### config.mk
export PLATFORM = sky130hd
export DESIGN_NAME = output_port_arbiter
export DESIGN_NICKNAME = d
export VERILOG_FILES = /design/src/rtl/output_port_arbiter.sv
export SDC_FILE = /design/constraint.sdc
export NUM_CORES = 1
export LEC_CHECK = 0
export ABC_AREA = 1
export BUFFER_PORTS_ARGS = -buffer_cell sky130_fd_sc_hd__buf_2
export CAP_MARGIN = 0
export CORE_MARGIN = 1
export CORE_UTILIZATION = 31
export DETAILED_ROUTE_END_ITERATION = 12
export SETUP_SLACK_MARGIN = 0.15
export SLEW_MARGIN = 40
export SYNTH_ARGS = -nofsm -noshare
export SYNTH_HDL_FRONTEND = slang
export SYNTH_SLANG_ARGS = --single-unit
### constraint.sdc
create_clock -name clk -period 2.14 [get_ports clk]
set_input_delay 0.214 -clock clk [delete_from_list [all_inputs] [get_ports clk]]
set_output_delay 0.214 -clock clk [all_outputs]
set_load 0.02 [all_outputs]
### src/rtl/output_port_arbiter.sv
// Round-robin arbiter sharing one router output unit among NUM_INPUTS input
// units. A winner is picked in IDLE, requests the output unit in REQUEST, and
// holds a packet-level lock in LOCKED until its tail flit crosses.
module output_port_arbiter #(
   parameter int NUM_INPUTS = 5,
   parameter int IDX_W      = $clog2(NUM_INPUTS),
   parameter int MAX_HOLD   = 255
) (
   input  logic                  clk,
   input  logic                  reset_n,
   input  logic [NUM_INPUTS-1:0] i_req,
   input  logic                  i_flit_valid,
   input  logic                  i_flit_tail,
   input  logic                  i_switch_ack,
   output logic                  o_switch_req,
   output logic [NUM_INPUTS-1:0] o_grant,
   output logic [IDX_W-1:0]      o_sel,
   output logic                  o_busy,
   output logic                  o_timeout
);

   localparam int HC_W = $clog2(MAX_HOLD + 1);

   typedef enum logic [1:0] {IDLE, REQUEST, LOCKED} state_t;

   state_t                state;
   logic [IDX_W-1:0]      rr_ptr;
   logic [IDX_W-1:0]      win_idx;
   logic [IDX_W-1:0]      win_pick;
   logic [HC_W-1:0]       hold_cnt;
   logic [IDX_W-1:0]      cand_idx [NUM_INPUTS];
   logic [NUM_INPUTS-1:0] win_onehot;
   logic                  tail_seen;

   assign tail_seen = i_flit_valid & i_flit_tail;
   assign o_sel     = win_idx;

   // cand_idx[gi] is the input examined gi places after rr_ptr, wrapped
   // modulo NUM_INPUTS (which need not be a power of two).
   for (genvar gi = 0; gi < NUM_INPUTS; gi++) begin : g_cand
      logic [IDX_W:0] sum;
      assign sum = {1'b0, rr_ptr} + (IDX_W+1)'(gi);
      assign cand_idx[gi] = (sum >= (IDX_W+1)'(NUM_INPUTS))
                            ? IDX_W'(sum - (IDX_W+1)'(NUM_INPUTS))
                            : sum[IDX_W-1:0];
      assign win_onehot[gi] = (win_idx == IDX_W'(gi));
   end

   // First requesting input at or after rr_ptr; lowest offset wins.
   always_comb begin
      win_pick = rr_ptr;
      for (int k = NUM_INPUTS - 1; k >= 0; k--) begin
         if (i_req[cand_idx[k]]) win_pick = cand_idx[k];
      end
   end

   // Arbitration FSM with registered outputs; the lock is packet-granular.
   always_ff @(posedge clk or negedge reset_n) begin
      if (!reset_n) begin
         state        <= IDLE;
         rr_ptr       <= '0;
         win_idx      <= '0;
         hold_cnt     <= '0;
         o_switch_req <= 1'b0;
         o_grant      <= '0;
         o_busy       <= 1'b0;
         o_timeout    <= 1'b0;
      end else begin
         case (state)
            IDLE: begin
               if (|i_req) begin
                  win_idx      <= win_pick;
                  state        <= REQUEST;
                  o_switch_req <= 1'b1;
                  o_busy       <= 1'b1;
               end
            end
            REQUEST: begin
               if (!i_req[win_idx]) begin
                  // Requester withdrew: abort without moving the pointer.
                  state        <= IDLE;
                  o_switch_req <= 1'b0;
                  o_busy       <= 1'b0;
               end else if (i_switch_ack) begin
                  state        <= LOCKED;
                  hold_cnt     <= '0;
                  o_switch_req <= 1'b0;
                  o_grant      <= win_onehot;
               end
            end
            LOCKED: begin
               if (hold_cnt != HC_W'(MAX_HOLD)) hold_cnt <= hold_cnt + 1'b1;
               if (tail_seen) begin
                  rr_ptr  <= (win_idx == IDX_W'(NUM_INPUTS - 1)) ? '0 : win_idx + 1'b1;
                  state   <= IDLE;
                  o_grant <= '0;
                  o_busy  <= 1'b0;
               end else if (hold_cnt >= HC_W'(MAX_HOLD - 1)) begin
                  // Counter reaches MAX_HOLD at this edge; the lock is kept.
                  o_timeout <= 1'b1;
               end
            end
            default: begin
               state        <= IDLE;
               o_switch_req <= 1'b0;
               o_grant      <= '0;
               o_busy       <= 1'b0;
            end
         endcase
      end
   end

endmodule
==> results_dict.tcl <==
set metrics [dict create \
    worst-endpoint-arrival_ps 2450 \
    ys.flop_type "dfrtp_1" \
    core_footprint_um2 7210 \
    cell_seen_most_often_among_critical_path_stages "nand2_1" \
    num_antenna_cells 0 \
    setup_total_negative_slack_ps -364 \
    drt_pass_1_iters 4 \
    post-route-drc-count 0 \
    synthDominantCellAreaShare_pct 26.2 \
    ys_top_cells_by_area "dfrtp_1 26%, nand2_1 14%, ha_1 8.7%" \
    syn-cell-area_um2 2300 \
    detail-route-antenna-nets 0 \
    core.rowCount 31 \
    finalCoreUtilization_pct 39.5 \
    viasPerCell 4.61 \
    cp_top_family "simple AND/OR/NAND/NOR gates" \
    die_h_um 88.1 \
    route.vias.total 2228 \
    synth.yosys.seq_area_share_pct 26.2 \
    finalClockSkew_ps 6.05 \
    critical_path.cell_chain "inv_4 > ha_4 > inv_2 > fa_2 > nor2_4 > nor2_4 > o21ai_4 > inv_2 > o211ai_1 > nand3_1 > nand2_2 > nand2_1 > inv_2 > nand2_1 > nand2_1 > nand2_1 > nand2_1 > nand2_1" \
    hold_class "input port to flip-flop" \
    timing_worst_slew_pin_value_ps 550 \
    wl_per_cell_um 11.4 \
    async_flop_share_pct 100 \
    finalSetupViolCount 3 \
    critPathSlowestCell "dfrtp_2" \
    worstSkewPairLatency_ps 270 \
    design.die.area_um2 7750 \
    post_route_cells_drive_above_1_share_pct 29.4 \
    numCtsBuffers 3 \
    mostFrequentLayoutCell "nand2_1" \
    slew_headroom_pct 63.3 \
    initial_utilization_pct 31.8 \
    critPathRequiredTime_ps 2310 \
    ys_ff_latch 24 \
    gp_congestion 0.859 \
    layout-area-overhead-vs-synth_pct 24.0 \
    synth_edf_count 0 \
    final_layout_worst_hold_slack_ps 277 \
    io_buffers 20 \
    fmax_mhz 438 \
    mappedNetlistNets 362 \
    grt_first_pass_wirelength_mm 9.60 \
    grt_max_degree 25 \
    final_max_slew_viol_count 0 \
    clockRootBuffer "clkbuf_8" \
    end_kind "flip-flop" \
    routed_wl_mm 5.53 \
    dpl.cell_count 473 \
    design.portCount 21 \
    violations "setup timing" \
    final_cell_mix "87 x nand2_1, 45 x inv_1, 33 x nand3_1, 24 x buf_4, 21 x dfrtp_1" \
    timing.max_cap.violations 0 \
    synth.largest_area_cell "dfrtp_1" \
    initial_antenna_violation_count 0 \
    globalRouteOverflowTotal 0 \
    fin_ws_ps -141 \
    netlist-cell-type-count 35 \
    grt_use_total_pct 15.4 \
    tritoncts_num_sinks 24 \
    run_status "complete, but fails checks" \
    first_global_vias 2093 \
    die_w_um 88.1 \
    cts.htree.levels 1 \
    tritoncts "built" \
    synth-warning-count 0 \
    post_synth.cell_area_avg_um2 6.85 \
    instances_no_fill 483 \
    clk_pin_slew_worst_paths_ps 90 \
    worst_setup_path_start_kind "flip-flop" \
    critPathMaxStageDelay_ps 430 \
    critical_path.max_fanout 5 \
    dp_hpwl_mm 4.42 \
    finalWorstPathRequiredPeriod_ps 2280 \
    report.final.hold_viol_count 0 \
    worstPathBufferInverterCount 4 \
    finalNetCount 412 \
    detail_route.iter0.violations 79 \
    grt_setup_unrepaired "yes" \
    finalCritPeriodShare_pct 107 \
    max-clock-path-buffers 2 \
    synthesis.instances 335 \
    critical_path_class "flip-flop to flip-flop" \
]
[worst register-to-register path, cell delays in order, from the launching register on]
cell,delay [ps]
dfrtp_2,430
inv_4,80
ha_4,130
inv_2,40
fa_2,400
nor2_4,160
nor2_4,70
o21ai_4,190
inv_2,60
o211ai_1,80
nand3_1,110
nand2_2,110
nand2_1,70
inv_2,40
nand2_1,40
nand2_1,50
nand2_1,40
nand2_1,50
nand2_1,50
[sequential cells by signal, summed over array words and instances (netlist names)]
name	count
state	2
rr_ptr	3
o_sel	3
o_timeout	1
hold_cnt	8
o_switch_req	1
o_busy	1
o_grant	5
[kinds of logic (layout without fill, tap and decap cells)]
group / after synthesis / after routing / share of synthesized area, %
and+or+nand+nor: 179 / 179 / 38.7
buffers and inverters: 63 / 112 / 10.6
AOI/OAI and AO/OA: 47 / 47 / 13.0
DFF: 24 / 24 / 26.2
adders and majority gates: 17 / 17 / 9.59
xor gates and xnor gates: 5 / 5 / 1.91
[final timing paths]
kind                                    from    endpoint  slack, ps  cells after the start
max in group asynchronous            reset_n   rr_ptr[0]       1290                      2
worst max register to register     rr_ptr[0]    o_sel[0]       -140                     18
worst max-delay path               rr_ptr[0]    o_sel[0]       -140                     18
worst min register to register     o_timeout   o_timeout        470                      1
min in group asynchronous            reset_n  o_grant[4]        450                      2
worst min-delay path            i_switch_ack    state[0]        280                      4
[metrics by stage]
stage               instance area [um^2]  worst slack, ps
global placement                    2700             -101
finish                              2850             -141
global route                        2850             -362
CTS                                 2810             -150
detailed placement                  2700             -139
floorplan                           2340            -81.9
[Yosys cell counts, types with 2 or more instances]
master and n:
a21oi_1 6, dfrtp_1 24, ha_1 16, inv_1 47, inv_2 15, nand2_1 88, nand2_2 10, nand2_4 5
nand3_1 33, nand3_2 5, nand3b_1 2, nand4_1 11, nor2_1 16, nor2_2 2, nor3_1 2, o211ai_1 3
o21ai_0 19, o21ai_1 6, o21ai_2 5, o22ai_1 2, xnor2_1 3, xor2_1 2
[timing repair]
| action | 4_1_cts | 5_1_grt |
|---|---|---|
| setup buffers | 2 | 3 |
| setup endpoints to repair | 3 | 9 |
| hold buffers | 1 | 0 |
| resized for setup | 5 | 6 |
| pin swaps | 1 | 2 |
| endpoints found under the hold margin | 24 | 0 |
[per-layer routing]
metal / GRT usage [%] / part of all wire, % / wire length [um] / up-vias
li1: - / - / - / 1184
met1: 20.6 / 48 / 2680 / 1010
met2: 26.6 / 48 / 2680 / 27
met3: 1.70 / 1.7 / 96 / 7
met4: 3.23 / 1.3 / 73 / 0
met5: 0 / 0 / 0 / -
[cell type report]
| cell class | instances | area, um^2 |
|---|---|---|
| fill | 770 | 4370 |
| multi-input combinational | 248 | 1530 |
| sequential | 24 | 604 |
| timing repair buffer | 46 | 302 |
| inverter | 62 | 235 |
| tap | 99 | 124 |
| clock buffer | 4 | 55.1 |
Power is left out: the tool's default activity adds up to more than one toggle a clock period on the data nets, which glitch-free logic cannot reach.
